==> config.mk <==
export PLATFORM = sky130hd
export DESIGN_NAME = bp_resolver
export DESIGN_NICKNAME = d
export VERILOG_FILES = /design/src/rtl/bp_pkg.sv /design/src/rtl/bp_fifo.sv /design/src/rtl/bp_resolver.sv
export SDC_FILE = /design/constraint.sdc
export NUM_CORES = 1
export LEC_CHECK = 0
export CORE_AREA = 2 2 66 81
export CTS_CLUSTER_SIZE = 12
export DETAILED_ROUTE_END_ITERATION = 10
export DIE_AREA = 0 0 68 83
export GPL_ROUTABILITY_DRIVEN = 0
export PLACE_DENSITY = 0.72
export SYNTH_ARGS = -nofsm -noshare
export SYNTH_HDL_FRONTEND = slang
export SYNTH_HIERARCHICAL = 1
export SYNTH_SLANG_ARGS = --single-unit
==> constraint.sdc <==
create_clock -name clk -period 3.1 [get_ports clk]
set_clock_uncertainty 0.05 [all_clocks]
set_input_delay 0.62 -clock clk [delete_from_list [all_inputs] [get_ports clk]]
set_output_delay 0.62 -clock clk [all_outputs]
set_load 0.005 [all_outputs]
==> src/rtl/bp_pkg.sv <==
// Shared types for the branch predictor: default index width and the queued
// prediction record used by the fetch stage, bp_resolver and bpcache.
package bp_pkg;

  localparam int BP_ADDR_W = 8;

  typedef struct packed {
    logic [BP_ADDR_W-1:0] addr;
    logic                 taken;
  } bp_entry_t;

endpackage

==> src/rtl/bp_fifo.sv <==
// Circular buffer with head/tail pointers and an explicit occupancy count,
// so full and empty never alias. Clear has priority over push and pop.
module bp_fifo #(
  parameter int WIDTH = 9,
  parameter int DEPTH = 4,
  localparam int PTR_W = $clog2(DEPTH),
  localparam int CNT_W = $clog2(DEPTH + 1)
) (
  input  logic             clk,
  input  logic             rst,
  input  logic             push,
  input  logic             pop,
  input  logic             clear,
  input  logic [WIDTH-1:0] din,
  output logic [WIDTH-1:0] head,
  output logic             full,
  output logic             empty,
  output logic [CNT_W-1:0] count
);

  logic [WIDTH-1:0] mem [DEPTH];
  logic [PTR_W-1:0] head_ptr;
  logic [PTR_W-1:0] tail_ptr;
  logic             do_push;
  logic             do_pop;

  assign full    = (count == CNT_W'(DEPTH));
  assign empty   = (count == '0);
  assign head    = mem[head_ptr];
  assign do_push = push && !full && !clear;
  assign do_pop  = pop && !empty;

  // NOTE: storage is not reset; entries are only ever read below count, so
  // resetting the pointers and count is enough and keeps the array as plain RAM.
  always_ff @(posedge clk) begin
    if (do_push) mem[tail_ptr] <= din;
  end

  // NOTE: state registers use non-blocking assignments so every flop samples
  // pre-edge values regardless of statement order.
  always_ff @(posedge clk or posedge rst) begin
    if (rst) begin
      head_ptr <= '0;
      tail_ptr <= '0;
      count    <= '0;
    end else if (clear) begin
      head_ptr <= '0;
      tail_ptr <= '0;
      count    <= '0;
    end else begin
      if (do_push) tail_ptr <= tail_ptr + PTR_W'(1);
      if (do_pop)  head_ptr <= head_ptr + PTR_W'(1);
      count <= count + CNT_W'(do_push) - CNT_W'(do_pop);
    end
  end

endmodule

==> src/rtl/bp_resolver.sv <==
// Pairs in-order fetch predictions with execute outcomes, drives the bpcache
// training port and flags mispredicts / orphan resolutions.
module bp_resolver
  import bp_pkg::*;
#(
  parameter int ADDR_W = BP_ADDR_W,
  parameter int DEPTH  = 4,
  localparam int CNT_W = $clog2(DEPTH + 1)
) (
  input  logic              clk,
  input  logic              rst,
  input  logic              pred_valid,
  input  logic [ADDR_W-1:0] pred_addr,
  input  logic              pred_taken,
  output logic              pred_ready,
  input  logic              res_valid,
  input  logic              res_taken,
  input  logic              flush,
  output logic              we,
  output logic [ADDR_W-1:0] w_addr,
  output logic              did_branch,
  output logic              mispredict,
  output logic              res_orphan,
  output logic [CNT_W-1:0]  count
);

  // Same layout as bp_entry_t, but sized by this instance's ADDR_W.
  typedef struct packed {
    logic [ADDR_W-1:0] addr;
    logic              taken;
  } entry_t;

  entry_t head;
  entry_t din;
  logic   full;
  logic   empty;
  logic   resolve;
  logic   wrong;
  logic   clear;

  always_comb begin
    // NOTE: every combinational output gets a default first, so no path
    // through the block can leave a value held and infer a latch.
    din     = '0;
    resolve = 1'b0;
    wrong   = 1'b0;
    din.addr  = pred_addr;
    din.taken = pred_taken;
    resolve   = res_valid && !empty;
    wrong     = resolve && (head.taken != res_taken);
  end

  // A mispredict squashes every younger wrong-path entry and the same-edge push.
  assign clear      = flush || wrong;
  assign pred_ready = !full;

  bp_fifo #(
    .WIDTH ($bits(entry_t)),
    .DEPTH (DEPTH)
  ) u_fifo (
    .clk   (clk),
    .rst   (rst),
    .push  (pred_valid && pred_ready),
    .pop   (resolve),
    .clear (clear),
    .din   (din),
    .head  (head),
    .full  (full),
    .empty (empty),
    .count (count)
  );

  always_ff @(posedge clk or posedge rst) begin
    if (rst) begin
      we         <= 1'b0;
      w_addr     <= '0;
      did_branch <= 1'b0;
      mispredict <= 1'b0;
      res_orphan <= 1'b0;
    end else begin
      we         <= resolve;
      did_branch <= resolve && res_taken;
      mispredict <= wrong;
      res_orphan <= res_valid && empty;
      if (resolve) w_addr <= head.addr;
    end
  end

endmodule

==> implementation parameters <==
Parameter                              Value

Synthesis
  Synthesis Warnings ... 6
  Post-synthesis area per instance ... ~18 µm²
  Number of instances in the synthesized netlist ... ~130
  Proportion of synthesized chip area in sequential cells ... 0.688
  Total standard cell area after synthesis ... 2260 µm²
  Fraction of synthesis flops using an asynchronous set or reset pin ... 0.345
  Count of flip-flops with a built-in enable after synthesis ... 36
  Syn Nets ... between 100 and 150
  Most common flop cell mapped by yosys ... sky130_fd_sc_hd__edfxtp_1
  Post-synthesis register bit count ... 55
  Library cells used by synthesis ... 28

STA
  Post-route clock period utilization ... 0.937
  Hold slack final ... between 0.4 and 0.5 ns
  Max Clk Rate ... between 300 and 400 MHz
  Final setup viols ... 0
  Count of endpoints failing hold in the final timing report ... 0
  Slew @ Worst Pin ... between 0.5 and 0.6 ns
  RSZ-0062 raised after global routing ... false
  Max_slew headroom ... 0.663
  Total negative slack ... 0 ns
  Final critical-path required period ... roughly 2.9 ns
  Final Max Slew Viols ... 0

Worst setup path
  Data arrival time at the worst-slack endpoint ... a little over 3 ns
  Critical path fanouts, max ... 6
  Critical path type ... register to register
  CP endpoint kind ... register
  CP Data Required Time ... 3.25 ns
  Critical Path Source Type ... register

Clock tree
  Sink count of the clock tree ... 55
  Clock slew at reported path FFs ... roughly 0.1 ns
  Cts bufs inserted ... 5
  Clock latency reported for the late side of the worst-skew pair ... roughly 0.30 ns
  Post-CTS repair timing setup buffer count ... 0
  TritonCTS clock tree ... yes
  Quantity of hold-fixing buffers added after cts ... 0
  Clock Path Buffers ... 2
  CTS root buf ... sky130_fd_sc_hd__clkbuf_8
  Resize count post-CTS ... 0
  H-tree depth reported by CTS ... 2

Placement
  Port Buf Inserts ... 30
  Post-detailed-placement half-perimeter wirelength ... about 2600 µm

Floorplan
  Ports placed on the boundary ... 31
  Horizontal die dimension ... approximately 70 µm
  DIE AREA ... approximately 5600 µm²
  Initial core utilization ... 0.468
  Core Region ... between 4000 and 5000 µm²
  Die H ... about 83 µm
  Number of placement rows ... 28

Cells and area
  Number of nets in the layout ... 186
  Number of inserted diodes ... 0
  Most common cell after layout, fill and taps aside ... sky130_fd_sc_hd__edfxtp_1
  Highest-count cells in the layout ignoring fill and taps ... 36 x sky130_fd_sc_hd__edfxtp_1, 30 x sky130_fd_sc_hd__clkdlybuf4s50_1, 19 x sky130_fd_sc_hd__dfrtp_1, 10 x sky130_fd_sc_hd__inv_1, 8 x sky130_fd_sc_hd__mux2_4
  Share of layout cells above drive strength 1 ... 0.182
  Area grow syn2layout ... 21.1%

Global route
  Antenna violations before repair ... 0
  Total congestion overflow after global routing ... 0
  Via count of the first global-routing pass ... roughly 1200
  Total global routing track utilization ... 0.148
  Wire length of the first global-routing pass ... approximately 6000 µm
  Maximum number of pins on one net before global-route repair ... 19

Pwr
  Cell area power density ... ~720 nW/µm²
  Total leakage power ... ~1.0 nW
  IR Drop Worst-Case VDD ... approximately 0.33 mV

Routing
  DRC viols ... 0
  Pre-antenna DRT Iters ... 4
  Final ANT Viol Nets ... 0
  Detail-routed net length per standard cell ... between 15 and 20 µm
  Number of DRC markers after the initial detailed-route iteration ... 36
  Vias after detailed routing ... 1157
  Routed via count divided by cell count ... ~5
  WL final ... around 3700 µm

Flow run
  Max-cap violations ... 0

Min path
  Type of the most critical hold path ... register to register

Status
  Run status ... completed
-- registers in the layout, indices dropped and copies added (netlist names) --
signal           cells
did_branch           1
mispredict           1
res_orphan           1
u_fifo/count         3
u_fifo/head_ptr      2
u_fifo/mem          36
u_fifo/tail_ptr      2
w_addr               8
we                   1
-- synth_stat cells (all sizes together), types with 2 or more instances --
master / instances / share of area
and2: 6 / 0.017
xor2: 2 / 0.0077
mux4: 9 / 0.093
edfxtp: 36 / 0.48
a21oi: 2 / 0.0044
mux2: 8 / 0.053
nor3: 2 / 0.0044
nor2: 5 / 0.0083
xnor2: 2 / 0.0077
dfrtp: 19 / 0.21
nor2b: 2 / 0.0055
o21ai: 2 / 0.0044
ha: 6 / 0.033
buf: 2 / 0.0072
inv: 11 / 0.020
nand2b: 3 / 0.012
or3: 2 / 0.0055
-- cells by family after synthesis --
logic type	share of synthesized area
flops	0.688
compound gates	0.0155
xor+xnor	0.0155
mux	0.150
buf+inv	0.0293
simple gates	0.0592
fa+ha+maj	0.0420
-- power breakdown --
part           leakage (nW)  total [mW]  internal [mW]  switching, mW
Sequential            0.570       0.994          0.920         0.0747
Clock                0.0451       0.392          0.162          0.229
Combinational         0.433       0.595          0.375          0.220
-- critical path: stages (launching register included) --
cell,delay (ns)
sky130_fd_sc_hd__dfrtp_1,0.48
sky130_fd_sc_hd__nor3_1,0.45
sky130_fd_sc_hd__nand2b_4,0.26
sky130_fd_sc_hd__o21bai_1,0.11
sky130_fd_sc_hd__nor3_1,0.28
sky130_fd_sc_hd__inv_1,0.08
sky130_fd_sc_hd__ha_1,0.28
sky130_fd_sc_hd__inv_1,0.06
sky130_fd_sc_hd__ha_1,0.13
sky130_fd_sc_hd__inv_1,0.05
sky130_fd_sc_hd__fa_1,0.38
sky130_fd_sc_hd__xnor2_1,0.16
sky130_fd_sc_hd__nor2_1,0.05
-- cell type report --
| type | count | area (µm²) |
|---|---|---|
| clock buffer | 5 | 68.8 |
| clock inverter | 3 | 22.5 |
| fill | 398 | 2100 |
| inverter | 11 | 46.3 |
| multi-input combinational | 57 | 639 |
| sequential | 55 | 1560 |
| tap | 60 | 75.1 |
| timing repair buffer | 34 | 330 |
-- final timing paths --
path,startpoint,to,slack (ns),cells after the start
min in group asynchronous,rst,u_fifo/count[1]$_DFF_PP0_,0.52,2
hold / removal,w_addr[0]$_DFFE_PP0P_,w_addr[0]$_DFFE_PP0P_,0.47,1
max in group asynchronous,rst,w_addr[6]$_DFFE_PP0P_,2.06,2
setup reg to reg,u_fifo/count[1]$_DFF_PP0_,u_fifo/count[2]$_DFF_PP0_,0.19,12
hold reg to reg,w_addr[0]$_DFFE_PP0P_,w_addr[0]$_DFFE_PP0P_,0.47,1
setup / recovery,u_fifo/count[1]$_DFF_PP0_,u_fifo/count[2]$_DFF_PP0_,0.19,12
-- metal layers --
metal / vias to the layer above / global-route usage / part of all wire
met1: 595 / 0.170 / 0.39
met4: 0 / 0.0382 / 0.0051
met3: 2 / 0.0407 / 0.029
li1: 542 / - / -
met5: - / 0 / 0
met2: 18 / 0.263 / 0.58
-- per-stage QoR --
stage / area, µm² / instances / power, mW / utilization / worst slack, ns
floorplan: 2260 / 126 / 1.34 / - / 0.0500
global placement: 2650 / 217 / 1.58 / 0.548 / 0.236
detailed placement: 2650 / 217 / 1.62 / 0.548 / 0.0691
CTS: 2740 / 225 / 2.01 / 0.567 / 0.179
global route: 2740 / 225 / 2.10 / 0.567 / 0.0170
finish: 2740 / 225 / 1.98 / 0.567 / 0.194
No activity file was read; power rests on OpenSTA's default activity.
